[src/rtl/ysyx_24100005_fetch_ctrl.sv]
// ysyx_24100005_fetch_ctrl: multi-cycle fetch/execute sequencer owning pc, inst, halt status and perf counters
module ysyx_24100005_fetch_ctrl #(
    parameter logic [31:0] RESET_PC = 32'h8000_0000,
    parameter int          TIMEOUT  = 255
) (
    input  logic        clk,
    input  logic        rst,
    output logic        imem_req_valid,
    input  logic        imem_req_ready,
    output logic [31:0] imem_addr,
    input  logic        imem_rsp_valid,
    input  logic [31:0] imem_rsp_data,
    input  logic [31:0] next_pc,
    output logic [31:0] pc,
    output logic [31:0] inst,
    output logic        rf_wen,
    output logic        pc_wen,
    output logic        halt,
    output logic [1:0]  halt_code,
    output logic [31:0] cycle_cnt,
    output logic [31:0] instret
);
    localparam logic [1:0]  S_REQ    = 2'd0;
    localparam logic [1:0]  S_WAIT   = 2'd1;
    localparam logic [1:0]  S_EXEC   = 2'd2;
    localparam logic [1:0]  S_HALT   = 2'd3;
    localparam logic [15:0] TMO_LAST = 16'(TIMEOUT - 1);
    localparam logic [31:0] EBREAK   = 32'h0010_0073;

    logic [1:0]  r_state;
    logic [15:0] r_tmo;
    logic [31:0] r_pc;
    logic [31:0] r_inst;
    logic [31:0] r_cycle;
    logic [31:0] r_instret;
    logic [1:0]  r_halt_code;
    logic [1:0]  w_next;
    logic        w_ebreak;
    logic        w_done;
    logic        w_tmo_hit;

    assign w_ebreak  = r_inst == EBREAK;
    assign w_done    = (r_state == S_REQ && imem_req_ready) || (r_state == S_WAIT && imem_rsp_valid);
    // A handshake completing on the last allowed cycle beats the timeout
    assign w_tmo_hit = (r_state == S_REQ || r_state == S_WAIT) && !w_done && r_tmo == TMO_LAST;

    always_comb begin
        w_next = w_tmo_hit              ? S_HALT :
                 r_state == S_REQ       ? (imem_req_ready ? S_WAIT : S_REQ) :
                 r_state == S_WAIT      ? (imem_rsp_valid ? S_EXEC : S_WAIT) :
                 r_state == S_EXEC      ? (w_ebreak ? S_HALT : S_REQ) :
                                          S_HALT;
    end

    always_ff @(posedge clk or posedge rst) begin
        if (rst) begin
            r_state     <= S_REQ;
            r_tmo       <= '0;
            r_pc        <= RESET_PC;
            r_inst      <= '0;
            r_cycle     <= '0;
            r_instret   <= '0;
            r_halt_code <= 2'd0;
        end else begin
            r_state <= w_next;
            if (r_state == S_EXEC)
                r_tmo <= '0;
            else if (r_state != S_HALT)
                r_tmo <= r_tmo + 16'd1;
            if (r_state == S_WAIT && imem_rsp_valid)
                r_inst <= imem_rsp_data;
            if (r_state == S_EXEC && !w_ebreak)
                r_pc <= next_pc;
            if (r_state == S_EXEC)
                r_instret <= r_instret + 32'd1;
            if (r_state != S_HALT)
                r_cycle <= r_cycle + 32'd1;
            if (r_state == S_EXEC && w_ebreak)
                r_halt_code <= 2'd1;
            else if (w_tmo_hit)
                r_halt_code <= 2'd2;
        end
    end

    assign imem_req_valid = r_state == S_REQ;
    assign imem_addr      = r_pc;
    assign pc             = r_pc;
    assign inst           = r_inst;
    assign rf_wen         = r_state == S_EXEC && !w_ebreak && r_inst[6:0] != 7'b1110011;
    assign pc_wen         = r_state == S_EXEC && !w_ebreak;
    assign halt           = r_state == S_HALT;
    assign halt_code      = r_halt_code;
    assign cycle_cnt      = r_cycle;
    assign instret        = r_instret;
endmodule

[config.mk]
export PLATFORM = sky130hd
export DESIGN_NAME = ysyx_24100005_fetch_ctrl
export DESIGN_NICKNAME = d
export VERILOG_FILES = /design/src/rtl/ysyx_24100005_fetch_ctrl.sv
export SDC_FILE = /design/constraint.sdc
export NUM_CORES = 1
export LEC_CHECK = 0
export CAP_MARGIN = 20
export CORE_ASPECT_RATIO = 1.5
export CORE_MARGIN = 4
export CORE_UTILIZATION = 45
export CTS_BUF_LIST = sky130_fd_sc_hd__clkbuf_8
export CTS_CLUSTER_DIAMETER = 50
export CTS_CLUSTER_SIZE = 12
export DETAILED_ROUTE_END_ITERATION = 16
export PLACE_DENSITY = 0.8
export SYNTH_ARGS = -nofsm -noshare
export SYNTH_HDL_FRONTEND = slang
export SYNTH_SLANG_ARGS = --single-unit
[constraint.sdc]
create_clock -name clk -period 6.9 [get_ports clk]
set_input_delay 2.07 -clock clk [delete_from_list [all_inputs] [get_ports clk]]
set_output_delay 2.07 -clock clk [all_outputs]
set_load 0.01 [all_outputs]
==> flow_metrics.py, run 1 <==
metrics = {
    "synthesis": {
        "synth_flop_cell": "dfrtp_1",
        "ys_warn_count": 0,
        "synth_top_cell_by_area": "dfrtp_1",
        "synth_top_area_share": 0.539,
        "ys_seq_area_frac": 0.543,
        "post_synthesis_cell_count": 540,
        "number_of_enable_type_register_cells_in_the_synthesized_netlist": 0,
        "ys_types": 48,
        "top_area_cells_in_the_synthesized_netlist": "dfrtp_1, xnor2_1, mux2_4",
        "flip_flop_and_latch_count_after_synthesis": 148,
        "postSynthNetCount": 612,
        "synth_async_sr_flop_share": 1.00,
        "syn_area_sq_um": 6830,
        "syn_avg_cell_area_sq_um": 12.6,
    },
    "final_layout": {
        "finalInstanceArea_sq_um": 9420,
        "fin_nets": 817,
        "sequential_cell_area_sq_um": 3700,
        "leading_cell_type_in_the_layout_fill_and_taps_excluded": "clkdlybuf4s50_1",
        "num-fill-cells": 1226,
        "drive_above_1_share": 0.154,
        "area.growth.synth_to_final_pct": 37.9,
        "most-common-layout-cells": "clkdlybuf4s50_1, dfrtp_1, xnor2_1",
        "multi_input_gate_area_sq_um": 2680,
        "antenna-diode-count": 0,
    },
    "worst_setup_path": {
        "worst_setup_path_start_kind": "flop",
        "worst_path_largest_cell_delay_ns": 0.63,
        "cpLargestDelayFamily": "buffers and inverters",
        "path_max_fanout": 33,
        "critPathKind": "flop to primary output",
        "endpoint_kind": "primary output",
        "timing.critical_path.depth": 5,
        "crit_path_cell_trace": "nand2b_1 -> a31o_2 -> buf_4 -> inv_1 -> clkdlybuf4s50_1",
        "critPathArrivalTime_ns": 2.79,
        "required_ns": 4.83,
        "r2r.worst_path.cells": 4,
        "critPathBufInv": 3,
        "cp_slowest_cell": "dfrtp_1",
    },
    "die": {
        "design.core.area_sq_um": 14700,
        "initial_utilization": 0.463,
        "die_x_um": 109,
        "top_level_ports": 234,
        "die_span_in_y_um": 159,
        "die_area_sq_um": 17200,
        "fp-row-count": 54,
    },
    "route": {
        "drt_pre_antenna_iters": 4,
        "count_of_vias_placed_by_the_detailed_router": 4877,
        "drc_errors": 0,
        "post_drt_wl_per_cell_um": 17.6,
        "dr.first_iter.drc_count": 240,
        "viasPerCell": 5.11,
        "final_antenna_net_count": 0,
        "postRouteWirelength_mm": 16.8,
    },
    "global_routing": {
        "grt_pass1_vias": 5084,
        "global_route.usage.total": 0.198,
        "grt_antenna_before_repair": 0,
        "pin_count_of_the_biggest_net_entering_global_routing": 110,
        "globalRouteOverflowTotal": 0,
        "grt_first_pass_wirelength_mm": 27.1,
    },
    "place": {
        "hpwl_mm": 12.7,
        "post_dp_cell_area_sq_um": 9040,
        "numPortBuffers": 233,
        "gp_weighted_congestion": 0.800,
    },
    "sta": {
        "timing_max_transition_violations_final": 0,
        "setup_viol": 0,
        "finalSetupTns_ns": 0,
        "rel_slew_slack": 0.344,
        "finalWorstPathRequiredPeriod_ns": 4.86,
        "worst_clk_skew_ns": 0.0140,
        "worst_pin_slew_ns": 0.984,
        "finalHoldViolations": 0,
        "fmaxAchievable_mhz": 206,
        "period_share": 0.705,
        "rsz_0062_raised_after_global_routing": "no",
    },
    "clocking": {
        "clock_pin_slew_of_the_registers_on_the_worst_case_setup_and_hold_paths_ns": 0.09,
        "clkSinkCount": 148,
        "post-cts-setup-buffers": 0,
        "clock_insertion_delay_worst_skew_ns": 0.43,
        "cts-root-to-sink-buffers": 2,
        "cts_hold_buf": 0,
        "cts_buffers": 17,
        "cts_resized": 0,
        "htree_levels": 4,
        "root_buffer": "clkbuf_8",
        "cts_tree": "built",
    },
    "status": {
        "outcome": "completed",
    },
    "job": {
        "maxCapViolCount": 0,
    },
    "power": {
        "cellPowerDensity_nw_per_um2": 369,
        "vdd.ir_drop.worst_mv": 0.218,
        "power_leakage_nw": 4.00,
    },
    "worst_hold_path": {
        "hold_crit_depth": 1,
        "timing.hold.worst.class": "flop to flop",
    },
}
## logic make-up (layout without fill, tap and decap cells)
group                      count (synthesis)  in the layout  share of synthesized area
DFF                                      148            148                      0.543
muxes                                     68             68                      0.127
AOI/OAI and AO/OA                         24             24                     0.0235
xor gates and xnor gates                  65             65                     0.0834
and+or+nand+nor                          169            169                      0.151
buffers and inverters                     62            280                     0.0643
adders and majority gates                  4              4                    0.00733
## power by group
group | total [mW] | leakage [nW] | internal (mW) | switching [mW]
sequential | 1.36 | 1.89 | 1.12 | 0.238
combinational | 1.48 | 1.93 | 0.908 | 0.568
clock | 0.639 | 0.184 | 0.294 | 0.345
total | 3.47 | 4.00 | 2.32 | 1.15
## flip-flops by register name, indices dropped and copies added (netlist names)
signal     count
cycle_cnt     32
imem_addr     32
inst          32
instret       32
r_tmo         16
halt_code      2
r_state        2
## path summary, 6_finish.rpt
kind	from	end	slack, ns
worst max-delay path	r_state[1]	pc_wen	2.04
worst min-delay path	cycle_cnt[31]	cycle_cnt[31]	0.47
worst max register to register	r_state[1]	imem_addr[29]	4.65
worst min register to register	cycle_cnt[31]	cycle_cnt[31]	0.47
max in group asynchronous	rst	cycle_cnt[3]	3.50
min in group asynchronous	rst	instret[25]	2.20
## worst register-to-register path: stages (launching register included)
cell and delay (ns):
dfrtp_1 0.55, nand2b_1 0.50, a31o_2 0.19, buf_4 0.47
mux2_2 0.42
## stage by stage
| stage | setup slack [ns] | util | hold slack (ns) | total power, mW | std cells |
|---|---|---|---|---|---|
| after floorplan | 0.852 | - | 0.439 | 2.16 | 540 |
| after global placement | 2.54 | 0.613 | 0.460 | 2.80 | 922 |
| after detailed placement | 2.46 | 0.613 | 0.462 | 2.87 | 922 |
| after CTS | 1.99 | 0.639 | 0.480 | 3.52 | 954 |
| after global routing | 1.83 | 0.639 | 0.506 | 3.67 | 954 |
| final | 2.04 | 0.639 | 0.472 | 3.47 | 954 |
## synthesized netlist by cell type (6+ instances only)
library cell,number
nand3_1,33
nand2_1,40
and3_1,10
nand4_1,28
dfrtp_1,147
xor2_1,8
mux2_2,35
buf_2,6
and4_1,7
inv_1,11
xnor2_1,57
mux2_4,29
o21ai_0,10
buf_4,36
nor2_1,11
## cell type report
cell class,count,share of cell area
sequential,148,0.393
tap,196,0.0260
timing repair buffer,236,0.250
clock buffer,17,0.0249
multi-input combinational,330,0.285
clock inverter,15,0.0154
inverter,12,0.00532
## routing by layer
| layer | track usage | vias up | routed length, um |
|---|---|---|---|
| li1 | - | 2278 | - |
| met3 | 0.0540 | 21 | 1030 |
| met5 | 0 | - | 0 |
| met2 | 0.349 | 159 | 9180 |
| met4 | 0.0729 | 0 | 379 |
| met1 | 0.227 | 2419 | 6210 |
(Power assumes the default switching activity.)
==> run 2, diff against run 1 <==
Settings changed: CORE_UTILIZATION 45 to 43.
Clock period 6.9 ns to 4.2 ns, I/O delays scaled along.
==> flow_metrics.py, run 2 (synthesized netlist as in run 1, its figures left out) <==
metrics = {
    "status": {
        "outcome": "completed",
    },
    "die": {
        "die_span_in_y_um": 162,
        "initial_utilization": 0.437,
        "design.core.area_sq_um": 15600,
        "top_level_ports": 234,
        "die_area_sq_um": 18000,
        "die_x_um": 111,
        "fp-row-count": 56,
    },
    "sta": {
        "timing_max_transition_violations_final": 0,
        "finalHoldViolations": 0,
        "rsz_0062_raised_after_global_routing": "no",
        "fmaxAchievable_mhz": 274,
        "worst_pin_slew_ns": 0.913,
        "finalSetupTns_ns": 0,
        "period_share": 0.869,
        "timing.final.ws_setup_ns": 0.552,
        "rel_slew_slack": 0.388,
        "worst_clk_skew_ns": 0.0159,
        "finalWorstPathRequiredPeriod_ns": 3.65,
        "setup_viol": 0,
    },
    "power": {
        "vdd.ir_drop.worst_mv": 0.421,
        "post-layout-total-power_mw": 5.82,
        "power_leakage_nw": 4.05,
        "cellPowerDensity_nw_per_um2": 613,
    },
    "worst_setup_path": {
        "endpoint_kind": "primary output",
        "crit_path_start": "r_state[0]",
        "r2r.worst_path.cells": 4,
        "path_max_fanout": 15,
        "worst_setup_path_start_kind": "flop",
        "crit_path_cell_trace": "nand2b_1 -> a31o_2 -> inv_1 -> clkdlybuf4s50_1",
        "regToRegStartpoint": "r_state[0]",
        "worst_path_largest_cell_delay_ns": 0.58,
        "cp_slowest_cell": "clkdlybuf4s50_1",
        "critPathKind": "flop to primary output",
        "rr_endpoint": "imem_addr[30]",
        "reg2reg_setup_slack_ns": 1.93,
        "required_ns": 2.94,
        "critPathArrivalTime_ns": 2.39,
    },
    "worst_hold_path": {
        "start_point_of_the_worst_min_delay_path": "instret[31]",
        "timing.hold.worst.class": "flop to flop",
        "hold_crit_depth": 1,
        "capture_endpoint_of_the_worst_hold_path": "instret[31]",
    },
    "place": {
        "numPortBuffers": 233,
        "gp_weighted_congestion": 0.818,
        "detailedPlace.worstSlack_ns": 0.990,
        "hpwl_mm": 12.1,
    },
    "final_layout": {
        "drive_above_1_share": 0.153,
        "most-common-layout-cells": "clkdlybuf4s50_1, dfrtp_1, xnor2_1",
        "leading_cell_type_in_the_layout_fill_and_taps_excluded": "clkdlybuf4s50_1",
        "final_util": 0.608,
        "fin_nets": 818,
        "num-fill-cells": 1269,
        "antenna-diode-count": 0,
        "area.growth.synth_to_final_pct": 39.1,
    },
    "route": {
        "final_antenna_net_count": 0,
        "drc_errors": 0,
        "post_drt_wl_per_cell_um": 17.2,
        "count_of_vias_placed_by_the_detailed_router": 4892,
        "drt_pre_antenna_iters": 4,
        "dr.first_iter.drc_count": 190,
        "postRouteWirelength_mm": 16.5,
        "viasPerCell": 5.09,
    },
    "clocking": {
        "cts_tree": "built",
        "cts_hold_buf": 0,
        "cts_buffers": 17,
        "clock_insertion_delay_worst_skew_ns": 0.45,
        "cts-root-to-sink-buffers": 2,
        "root_buffer": "clkbuf_8",
        "clkSinkCount": 148,
        "clock_pin_slew_of_the_registers_on_the_worst_case_setup_and_hold_paths_ns": 0.09,
        "htree_levels": 4,
        "post-cts-setup-buffers": 0,
        "cts_resized": 0,
    },
    "global_routing": {
        "grt_antenna_before_repair": 0,
        "grt_first_pass_wirelength_mm": 27.3,
        "globalRouteOverflowTotal": 0,
        "pin_count_of_the_biggest_net_entering_global_routing": 149,
        "global_route.usage.total": 0.187,
        "grt_pass1_vias": 5192,
    },
    "job": {
        "maxCapViolCount": 0,
    },
}
-- run 2: layer usage --
layer | GRT usage | vias up | routed length, um
met5 | 0 | - | 0
met4 | 0.0700 | 0 | 340
met3 | 0.0574 | 30 | 958
met2 | 0.346 | 165 | 9150
met1 | 0.199 | 2425 | 6050
li1 | - | 2272 | -
-- run 2: report_power, final --
part           internal, mW  total, mW  switching (mW)  leakage (nW)
sequential             1.84       2.20           0.366          1.89
clock                 0.661       1.20           0.539         0.228
combinational          1.50       2.42           0.920          1.93
total                  3.99       5.82            1.83          4.05
-- run 2: area by class of cell --
cell class	count	area, sq um	share of cell area
sequential	148	3700	0.390
tap	203	254	0.0267
clock buffer	18	248	0.0261
clock inverter	14	184	0.0194
timing repair buffer	237	2370	0.250
multi-input combinational	330	2680	0.282
inverter	12	48.8	0.00514
-- run 2: through the flow --
| stage | cell area [sq um] | hold WS [ns] | instances |
|---|---|---|---|
| global route | 9500 | 0.515 | 962 |
| floorplan | 6830 | 0.439 | 540 |
| global placement | 9060 | 0.455 | 930 |
| finish | 9500 | 0.476 | 962 |
| CTS | 9500 | 0.478 | 962 |
| detailed placement | 9060 | 0.462 | 930 |
-- run 2: worst max-delay path by stage --
stage / end / slack (ns) / cells past startpoint
after global placement: pc_wen / 1.07 / 4
after floorplan: cycle_cnt[0] / 1.08 / 1
after detailed placement: pc_wen / 0.99 / 4
after global routing: pc_wen / 0.40 / 4
final: pc_wen / 0.55 / 4
after CTS: pc_wen / 0.50 / 4
-- run 2: critical path: cells and delay by family, from the launching register on --
kind	cells	cell delay, ns
AO/OA/AOI/OAI	1	0.38
buffers and inverters	2	0.64
flip-flops	1	0.48
AND/OR/NAND/NOR	1	0.45
